<file path="src/rtl/int_to_fp_converter.sv">
// Iterative 32-bit integer to IEEE 754 single-precision converter.
// One normalising shift per cycle, then a single round-to-nearest-even cycle.
module int_to_fp_converter #(
  parameter bit SIGNED_IN = 1'b1,
  parameter int TAG_W     = 1
) (
  input  logic             clk,
  input  logic             rst_n,
  input  logic             in_valid,
  output logic             in_ready,
  input  logic [31:0]      in_data,
  input  logic [TAG_W-1:0] in_tag,
  output logic             out_valid,
  input  logic             out_ready,
  output logic [31:0]      out_data,
  output logic [TAG_W-1:0] out_tag
);

  typedef enum logic [1:0] {IDLE, NORM, ROUND, DONE} state_t;

  state_t             state;
  state_t             state_nxt;
  logic               started;
  logic [31:0]        mag;
  logic [7:0]         exp_q;
  logic               sign;
  logic               accept;
  logic               in_sign;
  logic signed [31:0] in_s;
  logic [31:0]        in_mag;

  // Returns {exponent, fraction}; a carry out of the fraction bumps the exponent.
  function automatic logic [30:0] round_rne(input logic [31:0] m, input logic [7:0] e);
    logic [22:0] frac;
    logic        guard;
    logic        sticky;
    logic        up;
    logic [23:0] sum;
    logic [7:0]  e_r;
    frac   = m[30:8];
    guard  = m[7];
    sticky = |m[6:0];
    up     = guard & (sticky | frac[0]);
    sum    = {1'b0, frac} + {23'd0, up};
    e_r    = e + {7'd0, sum[23]};
    return {e_r, sum[22:0]};
  endfunction

  assign in_s      = $signed(in_data);
  assign in_sign   = SIGNED_IN & in_data[31];
  assign in_mag    = in_sign ? 32'(-in_s) : in_data;
  assign in_ready  = started & (state == IDLE);
  assign out_valid = (state == DONE);
  assign accept    = in_valid & in_ready;

  always_comb begin
    state_nxt = state;
    case (state)
      IDLE:    if (accept) state_nxt = (in_mag == 32'd0) ? DONE : NORM;
      NORM:    if (mag[31]) state_nxt = ROUND;
      ROUND:   state_nxt = DONE;
      DONE:    if (out_ready) state_nxt = IDLE;
      default: state_nxt = IDLE;
    endcase
  end

  // started keeps in_ready low until the first edge after reset release
  always_ff @(posedge clk or negedge rst_n) begin
    if (!rst_n) begin
      state   <= IDLE;
      started <= 1'b0;
    end else begin
      state   <= state_nxt;
      started <= 1'b1;
    end
  end

  always_ff @(posedge clk or negedge rst_n) begin
    if (!rst_n) begin
      mag      <= 32'd0;
      exp_q    <= 8'd0;
      sign     <= 1'b0;
      out_data <= 32'd0;
      out_tag  <= '0;
    end else begin
      case (state)
        IDLE: if (accept) begin
          out_tag <= in_tag;
          sign    <= in_sign;
          mag     <= in_mag;
          exp_q   <= 8'd158;
          if (in_mag == 32'd0) out_data <= 32'd0;
        end
        NORM: if (!mag[31]) begin
          mag   <= mag << 1;
          exp_q <= exp_q - 8'd1;
        end
        ROUND:   out_data <= {sign, round_rne(mag, exp_q)};
        default: ;
      endcase
    end
  end

endmodule
</file>
<file path="config.mk">
export PLATFORM = sky130hd
export DESIGN_NAME = int_to_fp_converter
export DESIGN_NICKNAME = d
export VERILOG_FILES = /design/src/rtl/int_to_fp_converter.sv
export SDC_FILE = /design/constraint.sdc
export NUM_CORES = 1
export LEC_CHECK = 0
export ABC_AREA = 1
export BUFFER_PORTS_ARGS = -buffer_cell sky130_fd_sc_hd__buf_4
export CORE_UTILIZATION = 52
export CTS_BUF_LIST = sky130_fd_sc_hd__clkbuf_16
export CTS_CLUSTER_DIAMETER = 60
export DETAILED_ROUTE_END_ITERATION = 10
export GPL_TIMING_DRIVEN = 0
export HOLD_SLACK_MARGIN = 0.08
export PLACE_DENSITY = 0.73
export SYNTH_ARGS = -nofsm -noshare
export SYNTH_HDL_FRONTEND = slang
export SYNTH_SLANG_ARGS = --single-unit
export TNS_END_PERCENT = 1
</file>
<file path="constraint.sdc">
create_clock -name clk -period 5.9 [get_ports clk]
set_clock_uncertainty 0.05 [all_clocks]
set_input_delay 1.18 -clock clk [delete_from_list [all_inputs] [get_ports clk]]
set_output_delay 1.18 -clock clk [all_outputs]
set_load 0.005 [all_outputs]
</file>
==> impl_metrics.tcl <==
set metrics [dict create \
    pin_count_of_the_biggest_net_entering_global_routing 78 \
    netlist_area_pre_place_um2 5314 \
    worstRegToRegCells 19 \
    routed-via-count 5583 \
    outcome "completed" \
    synth_common_cells "sky130_fd_sc_hd__nand2_1, sky130_fd_sc_hd__nor2_1, sky130_fd_sc_hd__dfrtp_1" \
    setup_violations_final 0 \
    route.met2.wl_um 7773 \
    timing.critical_path.fanout_max 5 \
    routed_wire_length_per_instance_um 15.12 \
    ys_dominant_reg_cell "sky130_fd_sc_hd__dfrtp_1" \
    rsz0062_at_grt "false" \
    criticalPathCategory "reg2reg" \
    yosys-top-cells-area "sky130_fd_sc_hd__dfrtp_1, sky130_fd_sc_hd__nand2_1, sky130_fd_sc_hd__nor2_1" \
    io-pin-count 72 \
    firstDrtPassIters 5 \
    internal_power_mw 1.529 \
    r2r_slack_ps 2460 \
    cts_post_setup_buffers_inserted 0 \
    htreeDepth 3 \
    routed_antenna_nets 0 \
    syn-mean-instance-area_um2 6.544 \
    route.final.wire_length_um 15600 \
    worst_path_largest_cell_delay_ps 410 \
    start_util_pct 54.12 \
    yosys.cell_count.top_type "sky130_fd_sc_hd__nand2_1" \
    asyncSetResetFlopFracSynth_pct 100.0 \
    via_per_inst 5.410 \
    flip_flop_and_latch_count_after_synthesis 77 \
    clkSinkCount 77 \
    area_growth_pct 18.65 \
    switching_share_pct 43.43 \
    sequential_element_share_of_the_synthesized_area_pct 36.26 \
    clockBufferDepth 2 \
    dr.max_layer_used "met4" \
    core_region_um2 9819 \
    syn-instance-count 812 \
    clockRootBuffer "sky130_fd_sc_hd__clkbuf_16" \
    synth_largest_area_cell "sky130_fd_sc_hd__dfrtp_1" \
    dpl_wire_length_um 11950 \
    fin_ws_ps 2461 \
    critical-path-top-delay-family "simple AND/OR/NAND/NOR gates" \
    hold-path-endpoint "out_tag" \
    io_buffer_count 71 \
    syn-num-nets 860 \
    critical_path_s_most_frequent_cell "sky130_fd_sc_hd__nand2_1" \
    setup.worst_path.end_class "flip-flop" \
    netlist-cell-type-count 39 \
    max_slew_margin_pct 35.77 \
    die_area_um2 10630 \
    power.static_leakage_nw 3.322 \
    switchingPower_mw 1.174 \
    max-cap-violations 0 \
    first_pass_grt_wire_length_um 25430 \
    worst_r2r_startpoint "mag[7]" \
    min_path_type "reg2reg" \
    drive_gt1_share_pct 13.13 \
    latest_clock_arrival_within_the_worst_skew_pair_ps 340 \
    wl_met1_um 6645 \
    dr.first_iter.drc_count 396 \
    pwr-share-comb_pct 45.1 \
    start_kind "flip-flop" \
    fin_tns_setup_ps 0 \
    cts.clk_slew.worst_paths_ps 60 \
    synth-edff-count 0 \
    final.period_utilization_pct 58.28 \
    antenna_found_initial 0 \
    finalHoldViolations 0 \
    share_seq_of_total_power_pct 34.8 \
    timing.critical_path.buf_inv 0 \
    globalRouteTotalUtil_pct 31.88 \
    pwr_density_cell_nw_per_um2 428.6 \
    cp_data_required_time_ps 6080 \
    cts_hold_buf 0 \
    place_congestion 0.9429 \
    fp.dieW_um 103.1 \
    fin_hold_ws_ps 432.4 \
    synth_top_cell_area_share_pct 36.26 \
    hold_start "out_tag" \
    timing_worst_slew_pin_value_ps 963.4 \
    diodes 0 \
    highest_clock_frequency_the_design_can_meet_mhz 290.8 \
    cp_data_arrival_time_ps 3620 \
    grt_pass1_vias 5238 \
    finalCoreUtilization_pct 64.21 \
    timing_max_transition_violations_final 0 \
    power.ir.vdd_worst_uv 166.2 \
    cts_tree "built" \
    num-nets-final 942 \
    post_cts_resized 0 \
    hold_depth 2 \
    n_fill_cell 917 \
    grt_overflow_total 0 \
    total_number_of_yosys_warnings 0 \
    proportion_of_power_drawn_by_the_clock_network_pct 20.1 \
    route.detailed.drc 0 \
    slowest_stage "sky130_fd_sc_hd__dfrtp_1" \
    r2r-end "out_data[30]" \
    cts_made_buffers 9 \
    fp-row-count 36 \
    met3RoutedLength_um 797 \
    dp_worst_setup_slack_ps 2355 \
    dieHeight_um 103.1 \
    worstPathCellList "nand2_1, nor2_1, nand2_1, nor3_2, and3_1, nand2_1, nor2_2, nand2_1, nor2_1, nand3_1, nor2_1, ha_1, nand3_1, nor4_1, nand2_1, o21ai_0, a21oi_1, nand2_1, nand2_1" \
    fin_crit_ps 3439 \
]
[registers in the layout, summed over array words and instances (netlist names)]
signal    count
mag          32
out_data     32
exp_q         8
state         2
out_tag       1
sign          1
started       1
[worst max-delay path by stage]
stage	from	end	slack (ps)	depth (start not counted)
final	mag[7]	out_data[30]	2460	19
after global routing	mag[7]	out_data[30]	2060	19
after CTS	mag[7]	out_data[30]	2480	19
after detailed placement	in_data[0]	out_data[1]	2360	17
after global placement	in_data[0]	out_data[1]	2370	17
after floorplan	in_data[0]	out_data[0]	2940	16
[cell usage in the layout (no fill, tap or decap), drive strengths merged]
| cell | netlist | final |
|---|---|---|
| a211oi | 1 | 1 |
| a21o | 2 | 2 |
| a21oi | 52 | 52 |
| a22oi | 19 | 19 |
| a31oi | 1 | 1 |
| and3 | 1 | 1 |
| buf | 12 | 83 |
| bufinv | 0 | 1 |
| clkbuf | 17 | 26 |
| clkinv | 0 | 4 |
| clkinvlp | 0 | 2 |
| conb | 1 | 1 |
| dfrtp | 77 | 77 |
| ha | 11 | 11 |
| inv | 80 | 80 |
| nand2 | 262 | 262 |
| nand3 | 70 | 70 |
| nand3b | 6 | 6 |
| nand4 | 5 | 5 |
| nor2 | 119 | 119 |
| nor3 | 22 | 22 |
| nor4 | 3 | 3 |
| o211ai | 2 | 2 |
| o21a | 2 | 2 |
| o21ai | 31 | 31 |
| o22ai | 4 | 4 |
| o31ai | 1 | 1 |
| or2 | 2 | 2 |
| xnor2 | 2 | 2 |
| xor2 | 7 | 7 |
[final cells by class]
| type | instances | area (um2) | share of cell area [%] |
|---|---|---|---|
| multi-input combinational | 626 | 2945 | 46.72 |
| sequential | 77 | 1927 | 30.56 |
| timing repair buffer | 71 | 533.0 | 8.454 |
| inverter | 80 | 300.3 | 4.763 |
| clock buffer | 9 | 225.2 | 3.572 |
| tap | 133 | 166.4 | 2.639 |
| buffer | 29 | 141.4 | 2.243 |
| clock inverter | 7 | 66.31 | 1.052 |
[logic make-up (layout without fill, tap and decap cells)]
group | Yosys count | after routing | share of synthesized area [%]
adders and majority gates | 11 | 11 | 2.590
DFF | 77 | 77 | 36.26
and+or+nand+nor | 490 | 490 | 38.99
AOI/OAI and AO/OA | 115 | 115 | 12.29
buffers and inverters | 109 | 196 | 8.312
xor gates and xnor gates | 9 | 9 | 1.483
other | 1 | 1 | 0.07057
[metrics by stage]
step	instances	power (mW)	instance area, um2
2_1_floorplan	812	1.683	5314
3_3_place_gp	1016	2.092	6013
3_5_place_dp	1016	2.134	6013
4_1_cts	1032	2.690	6305
5_1_grt	1032	2.917	6305
6_report	1032	2.702	6305
[power groups by stage]
stage               logic, mW  registers, mW  clock network, mW
global route             1.39          0.966              0.565
CTS                      1.21          0.933              0.546
detailed placement       1.20          0.938                  0
floorplan               0.790          0.893                  0
global placement         1.17          0.925                  0
finish                   1.22          0.939              0.544
[per-layer routing]
layer	vias to the layer above	GRT usage, %
met4	0	12.89
met2	194	57.23
met5	-	0
met3	30	3.729
met1	2572	38.85
li1	2787	-
[worst register-to-register path: cells and delay by family, from the launching register on]
kind / cells / cell delay (ps)
AOI/OAI and AO/OA: 2 / 220
adders and majority gates: 1 / 190
DFF: 1 / 410
and+or+nand+nor: 16 / 2450
Power figures use the tool's default switching activity.
